===== src/rtl/mon_chain_pkg.sv =====
// Shared definitions for the monitor-chain reader.
//   RWI   : default stream word width
//   NCH   : default number of channel words per frame
//   state_t : reader FSM states
//   ch_w()  : width of a channel index (at least 1 bit)
package mon_chain_pkg;

    localparam int RWI = 28;
    localparam int NCH = 2;

    typedef enum logic [1:0] {
        ST_IDLE    = 2'd0,
        ST_COLLECT = 2'd1,
        ST_DONE    = 2'd2
    } state_t;

    function automatic int ch_w(input int n);
        return (n > 1) ? $clog2(n) : 1;
    endfunction

endpackage


===== src/rtl/double_diff_mux.sv =====
// Time-multiplexed per-channel double differentiator (CIC comb section).
// Holds the previous word xp[ch] and previous first difference dp[ch] for every
// channel and produces y = (x - xp) - dp two register stages after i_vld.
// Optional output rounding is enabled by macro MON_CHAIN_READER_ROUND_EN.
//   clk, rst_n : clock, asynchronous active-low reset
//   i_vld      : accepted word strobe
//   i_ch       : channel of the accepted word
//   i_x        : accepted word
//   i_en       : result enable (warm-up complete) carried with the word
//   i_last     : word is the last channel of its frame
//   o_y/o_ch   : comb output and its channel
//   o_vld      : result strobe (i_vld & i_en delayed)
//   o_last     : frame-end strobe (i_vld & i_last delayed)
module double_diff_mux
    import mon_chain_pkg::*;
#(
    parameter int rwi    = RWI,
    parameter int nch    = NCH,
    parameter int oshift = 0,
    parameter int chw    = 1
) (
    input  logic                  clk,
    input  logic                  rst_n,
    input  logic                  i_vld,
    input  logic [chw-1:0]        i_ch,
    input  logic signed [rwi-1:0] i_x,
    input  logic                  i_en,
    input  logic                  i_last,
    output logic signed [rwi-1:0] o_y,
    output logic [chw-1:0]        o_ch,
    output logic                  o_vld,
    output logic                  o_last
);

`ifdef MON_CHAIN_READER_ROUND_EN
    localparam int SH = oshift;
`else
    localparam int SH = 0 * oshift;
`endif
    // Half-LSB of the shifted output; zero when no shift is applied.
    localparam logic [rwi:0]          ONE_W = {{rwi{1'b0}}, 1'b1};
    localparam logic [rwi:0]          RND_W = (ONE_W << SH) >> 1;
    localparam logic signed [rwi-1:0] RND   = $signed(RND_W[rwi-1:0]);

    logic signed [rwi-1:0] r_xp [nch];
    logic signed [rwi-1:0] r_dp [nch];

    logic                  r_s1_vld;
    logic [chw-1:0]        r_s1_ch;
    logic signed [rwi-1:0] r_s1_x;
    logic                  r_s1_en;
    logic                  r_s1_last;

    logic signed [rwi-1:0] w_xp;
    logic signed [rwi-1:0] w_dp;
    logic signed [rwi-1:0] w_d1;
    logic signed [rwi-1:0] w_y;
    logic signed [rwi-1:0] w_rnd;
    logic signed [rwi-1:0] w_out;

    always_ff @(posedge clk or negedge rst_n) begin
        if (!rst_n) begin
            r_s1_vld  <= 1'b0;
            r_s1_ch   <= '0;
            r_s1_x    <= '0;
            r_s1_en   <= 1'b0;
            r_s1_last <= 1'b0;
        end else begin
            r_s1_vld  <= i_vld;
            r_s1_ch   <= i_ch;
            r_s1_x    <= i_x;
            r_s1_en   <= i_vld & i_en;
            r_s1_last <= i_vld & i_last;
        end
    end

    // Wrapping two's-complement arithmetic: integrator overflow upstream cancels here.
    always_comb begin
        w_xp  = r_xp[r_s1_ch];
        w_dp  = r_dp[r_s1_ch];
        w_d1  = r_s1_x - w_xp;
        w_y   = w_d1 - w_dp;
        w_rnd = w_y + RND;
        w_out = w_rnd >>> SH;
    end

    // State is updated even during warm-up so the comb history is primed.
    always_ff @(posedge clk or negedge rst_n) begin
        if (!rst_n) begin
            for (int i = 0; i < nch; i++) begin
                r_xp[i] <= '0;
                r_dp[i] <= '0;
            end
            o_y    <= '0;
            o_ch   <= '0;
            o_vld  <= 1'b0;
            o_last <= 1'b0;
        end else begin
            o_vld  <= 1'b0;
            o_last <= 1'b0;
            if (r_s1_vld) begin
                r_xp[r_s1_ch] <= r_s1_x;
                r_dp[r_s1_ch] <= w_d1;
                o_y           <= w_out;
                o_ch          <= r_s1_ch;
                o_vld         <= r_s1_en;
                o_last        <= r_s1_last;
            end
        end
    end

endmodule


===== src/rtl/mon_chain_reader.sv =====
// Reads frames of nch channel words from a serializer chain and passes them
// through a per-channel double differentiator. Tracks warm-up, overrun and
// short-frame conditions. Optional output rounding: MON_CHAIN_READER_ROUND_EN.
//   clk, rst_n           : clock, asynchronous active-low reset
//   samp                 : frame strobe
//   s_in, g_in           : stream word and its gate
//   err_clr              : clears sticky error flags
//   result, result_ch    : comb output and channel
//   result_valid         : result strobe (suppressed during warm-up)
//   frame_done           : strobe with the last channel's result slot
//   overrun, short_frame : sticky error flags
//
// state      | meaning
// -----------+-----------------------------------------------
// ST_IDLE    | no frame open; gated words discarded
// ST_COLLECT | accepting words for channel idx
// ST_DONE    | frame complete; extra gated words flag overrun
module mon_chain_reader
    import mon_chain_pkg::*;
#(
    parameter int rwi    = RWI,
    parameter int nch    = NCH,
    parameter int oshift = 0
) (
    input  logic                      clk,
    input  logic                      rst_n,
    input  logic                      samp,
    input  logic signed [rwi-1:0]     s_in,
    input  logic                      g_in,
    input  logic                      err_clr,
    output logic signed [rwi-1:0]     result,
    output logic [ch_w(nch)-1:0]      result_ch,
    output logic                      result_valid,
    output logic                      frame_done,
    output logic                      overrun,
    output logic                      short_frame
);

    localparam int             CHW      = ch_w(nch);
    localparam logic [CHW-1:0] LAST_IDX = CHW'(nch - 1);

    state_t         r_state;
    state_t         w_state_nxt;
    logic [CHW-1:0] r_idx;
    logic [CHW-1:0] w_idx_nxt;
    logic [CHW-1:0] w_ch;
    logic           w_accept;
    logic           w_last;
    logic           w_ovr_evt;
    logic           w_short_evt;
    logic [1:0]     r_frm;
    logic           w_warm;

    // samp is resolved before g_in so a coincident word lands as channel 0.
    always_comb begin
        w_state_nxt = r_state;
        w_idx_nxt   = r_idx;
        w_ch        = r_idx;
        w_accept    = 1'b0;
        w_ovr_evt   = 1'b0;
        w_short_evt = 1'b0;
        if (samp) begin
            w_short_evt = (r_state == ST_COLLECT);
            w_ch        = '0;
            w_state_nxt = ST_COLLECT;
            w_idx_nxt   = '0;
            if (g_in) begin
                w_accept = 1'b1;
                if (LAST_IDX == '0)
                    w_state_nxt = ST_DONE;
                else
                    w_idx_nxt = CHW'(1);
            end
        end else begin
            case (r_state)
                ST_COLLECT: begin
                    if (g_in) begin
                        w_accept = 1'b1;
                        if (r_idx == LAST_IDX) begin
                            w_state_nxt = ST_DONE;
                            w_idx_nxt   = '0;
                        end else begin
                            w_idx_nxt = r_idx + 1'b1;
                        end
                    end
                end
                ST_DONE:  w_ovr_evt = g_in;
                default:  ;
            endcase
        end
    end

    assign w_last = w_accept && (w_ch == LAST_IDX);
    // Warm-up status is captured with each word so the flag travels with it.
    assign w_warm = (r_frm == 2'd2);

    always_ff @(posedge clk or negedge rst_n) begin
        if (!rst_n) begin
            r_state <= ST_IDLE;
            r_idx   <= '0;
            r_frm   <= 2'd0;
        end else begin
            r_state <= w_state_nxt;
            r_idx   <= w_idx_nxt;
            if (w_last && (r_frm != 2'd2))
                r_frm <= r_frm + 2'd1;
        end
    end

    // A same-cycle error event takes priority over err_clr.
    always_ff @(posedge clk or negedge rst_n) begin
        if (!rst_n) begin
            overrun     <= 1'b0;
            short_frame <= 1'b0;
        end else begin
            if (w_ovr_evt)
                overrun <= 1'b1;
            else if (err_clr)
                overrun <= 1'b0;
            if (w_short_evt)
                short_frame <= 1'b1;
            else if (err_clr)
                short_frame <= 1'b0;
        end
    end

    double_diff_mux #(
        .rwi    (rwi),
        .nch    (nch),
        .oshift (oshift),
        .chw    (CHW)
    ) u_comb (
        .clk    (clk),
        .rst_n  (rst_n),
        .i_vld  (w_accept),
        .i_ch   (w_ch),
        .i_x    (s_in),
        .i_en   (w_warm),
        .i_last (w_last),
        .o_y    (result),
        .o_ch   (result_ch),
        .o_vld  (result_valid),
        .o_last (frame_done)
    );

endmodule

===== config.mk =====
export PLATFORM = sky130hd
export DESIGN_NAME = mon_chain_reader
export DESIGN_NICKNAME = d
export VERILOG_FILES = /design/src/rtl/mon_chain_pkg.sv /design/src/rtl/double_diff_mux.sv /design/src/rtl/mon_chain_reader.sv
export SDC_FILE = /design/constraint.sdc
export NUM_CORES = 1
export LEC_CHECK = 0
export CAP_MARGIN = 40
export CORE_ASPECT_RATIO = 2
export CORE_MARGIN = 2
export CORE_UTILIZATION = 45
export CTS_BUF_LIST = sky130_fd_sc_hd__clkbuf_16
export DETAILED_ROUTE_END_ITERATION = 12
export SLEW_MARGIN = 5
export SYNTH_ARGS = -nofsm -noshare
export SYNTH_HDL_FRONTEND = slang
export SYNTH_SLANG_ARGS = --single-unit
export TNS_END_PERCENT = 20

===== constraint.sdc =====
create_clock -name clk -period 17.5 [get_ports clk]
set_clock_uncertainty 0.1 [all_clocks]
set_input_delay 4.375 -clock clk [delete_from_list [all_inputs] [get_ports clk]]
set_output_delay 4.375 -clock clk [all_outputs]
set_load 0.03 [all_outputs]

==> results_dict.tcl <==
set metrics [dict create \
    p_sw_mw 1.04 \
    cp_max_fo 2 \
    fin_util 0.527 \
    finalMaxSlewViolations 0 \
    crit_required_ns 13.03 \
    h-tree-depth 4 \
    num_rows 76 \
    reg2regPathDepth 24 \
    synth-main-ff-cell "dfrtp_1" \
    timing.fmax_ghz 0.167 \
    ys_types 70 \
    final_common_cell "dfrtp_1" \
    overflow 0 \
    synth_warnings 0 \
    clkSinkCount 182 \
    cts_root_buf "clkbuf_16" \
    clk_pin_slew_ns 0.07 \
    cp.buffers_inverters 1 \
    io_pins 66 \
    final_layout_size_suffix_gt1_frac 0.147 \
    reg2reg_from "u_comb.r_s1_ch" \
    final_cell_area_um2 11300 \
    hold_buffers 0 \
    die_area_um2 23100 \
    hpwl_um 14900 \
    synth_seq_area_share 0.463 \
    rr_endpoint "u_comb.o_y[27]" \
    worstMarginPinSlew_ns 0.759 \
    grt_pass1_vias 7033 \
    fin_tns_setup_ns 0 \
    finalCritPeriodShare 0.342 \
    drcViolationCount 0 \
    ant_nets 0 \
    netlist_top_cells_area "dfrtp_1 46%, mux2_2 8.8%, ha_1 6.2%" \
    wirelength_um 20200 \
    worst_setup_path_start_kind "flop" \
    cts_buffers 17 \
    syn_inst 915 \
    die_h_um 213 \
    pwr-share-clk 0.157 \
    max_stage_delay_ns 0.69 \
    fill_cells 1995 \
    ctsResizeCount 0 \
    critPathSlowestCell "clkdlybuf4s50_1" \
    start_util 0.458 \
    n_antenna_cell 0 \
    p_int_mw 1.39 \
    min_path_type "reg -> reg" \
    grt_usage 0.190 \
    vias_per_cell 5.43 \
    yosysTopAreaCell "dfrtp_1" \
    syn_area_per_cell_um2 10.7 \
    port_buffers 65 \
    hold-worst-slack_ns 0.361 \
    worstPathCellList "clkdlybuf4s50_1" \
    grt_max_degree 67 \
    postCtsSetupRepairBufs 0 \
    cts_buffer_depth 2 \
    cp.depth 1 \
    leakagePower_nw 4.95 \
    drtPass1Iterations 4 \
    dpl_cell_area_um2 10700 \
    synth_top_area_share 0.463 \
    critPathLaunch "u_comb.o_y[15]" \
    p_sw_frac 0.428 \
    fp.coreArea_um2 21500 \
    final_hold_viol_count 0 \
    cts_tree "done" \
    p_per_area_nw_per_um2 215 \
    rsz0062_at_grt "false" \
    pwr-share-comb 0.578 \
    fin_crit_ns 5.99 \
    area_delta_synth_final_pct 15.2 \
    ys_ff_latch 182 \
    synth_enable_flop_cells 0 \
    setup_violations 0 \
    die_x_um 109 \
    syn_area_um2 9830 \
    worst_skew_pair.late_latency_ns 0.45 \
    antenna_found_initial 0 \
    async_flop_share 1.00 \
    drtIter0Drc 225 \
    crit_end "result[15]" \
    design_power_total_mw 2.44 \
    cp.arrival_ns 1.51 \
    nets 1051 \
    crit_type "reg -> out" \
    final_cell_mix "181 x dfrtp_1, 77 x nand2_1, 77 x mux2_2" \
    slew_headroom 0.494 \
    ff2ff_setup_slack_ns 11.69 \
    power.share.sequential 0.266 \
    drv_cap 0 \
    gp_congestion 0.820 \
    vias 6798 \
    critPathCaptureType "output port" \
    status "finished, final reports clean" \
    cpLargestDelayFamily "buffers and inverters" \
    post_drt_wl_per_cell_um 16.1 \
    syn_nets 999 \
    grt_pass1_wl_um 34100 \
    ir_drop_mv 0.105 \
]
-- layout make-up --
cell class	count	area, µm²	area share
timing repair buffer	72	717	0.0633
clock inverter	15	159	0.0140
multi-input combinational	656	4990	0.440
sequential	182	4560	0.402
tap	273	342	0.0301
clock buffer	17	425	0.0375
inverter	38	143	0.0126
-- synthesized netlist by cell type (all sizes together), types with 3 or more instances --
cell type,instances
a2111oi,3
a211oi,13
a21o,19
a21oi,47
a221o,3
a221oi,3
a31oi,3
and2,4
and3,6
buf,10
clkbuf,29
dfrtp,182
ha,49
inv,38
maj3,4
mux2,77
mux2i,55
nand2,79
nand2b,10
nand3,11
nand4,3
nor2,47
nor2b,7
nor3,11
nor3b,4
o2111ai,3
o211ai,6
o21a,10
o21ai,75
o21bai,5
o31ai,6
o32ai,3
or2,5
xnor2,33
xor2,22
-- power groups by stage --
stage | clock network, mW | registers, mW | logic, mW
5_1_grt | 0.412 | 0.666 | 1.56
2_1_floorplan | 0 | 0.703 | 1.01
6_report | 0.382 | 0.647 | 1.41
3_3_place_gp | 0 | 0.651 | 1.39
3_5_place_dp | 0 | 0.657 | 1.41
4_1_cts | 0.394 | 0.649 | 1.42
-- through the flow --
| step | instances | setup slack [ns] |
|---|---|---|
| after floorplan | 915 | 11.38 |
| after global placement | 1220 | 11.61 |
| after detailed placement | 1221 | 11.69 |
| after CTS | 1253 | 11.47 |
| after global routing | 1253 | 11.27 |
| final | 1253 | 11.51 |
-- worst min path at each step --
stage,from,depth (start not counted),endpoint,slack [ns]
finish,u_comb.r_s1_last,1,u_comb.o_last,0.36
floorplan,u_comb.r_s1_last,1,u_comb.o_last,0.33
detailed placement,u_comb.r_s1_en,1,u_comb.o_vld,0.35
global route,u_comb.r_s1_last,1,u_comb.o_last,0.38
CTS,u_comb.r_s1_last,1,u_comb.o_last,0.37
global placement,u_comb.r_s1_last,1,u_comb.o_last,0.35
-- state kept, by name (all words and copies together) (netlist names) --
signal	flops
u_comb.o_y	28
u_comb.o_last	1
u_comb.r_s1_vld	1
u_comb.r_s1_x	28
u_comb.o_ch	1
short_frame	1
u_comb.r_dp	56
u_comb.o_vld	1
u_comb.r_s1_last	1
u_comb.r_s1_en	1
r_frm	2
r_idx	1
overrun	1
u_comb.r_xp	56
u_comb.r_s1_ch	1
r_state	2
-- logic make-up (layout without fill, tap and decap cells) --
group | after synthesis | in the layout | synth area share
compound gates | 219 | 219 | 0.149
xor+xnor | 56 | 56 | 0.0520
fa+ha+maj | 55 | 55 | 0.0707
buf+inv | 77 | 142 | 0.0300
flops | 182 | 182 | 0.463
mux | 132 | 132 | 0.144
simple gates | 194 | 194 | 0.0907
-- routing by layer --
metal,vias to the layer above,track usage,wire length [µm]
met5,-,0,0
met4,0,0.0805,543
met3,37,0.0357,451
met2,95,0.344,10700
met1,3304,0.213,8470
li1,3362,-,-
Note: power is estimated with default switching activity, not from simulation.
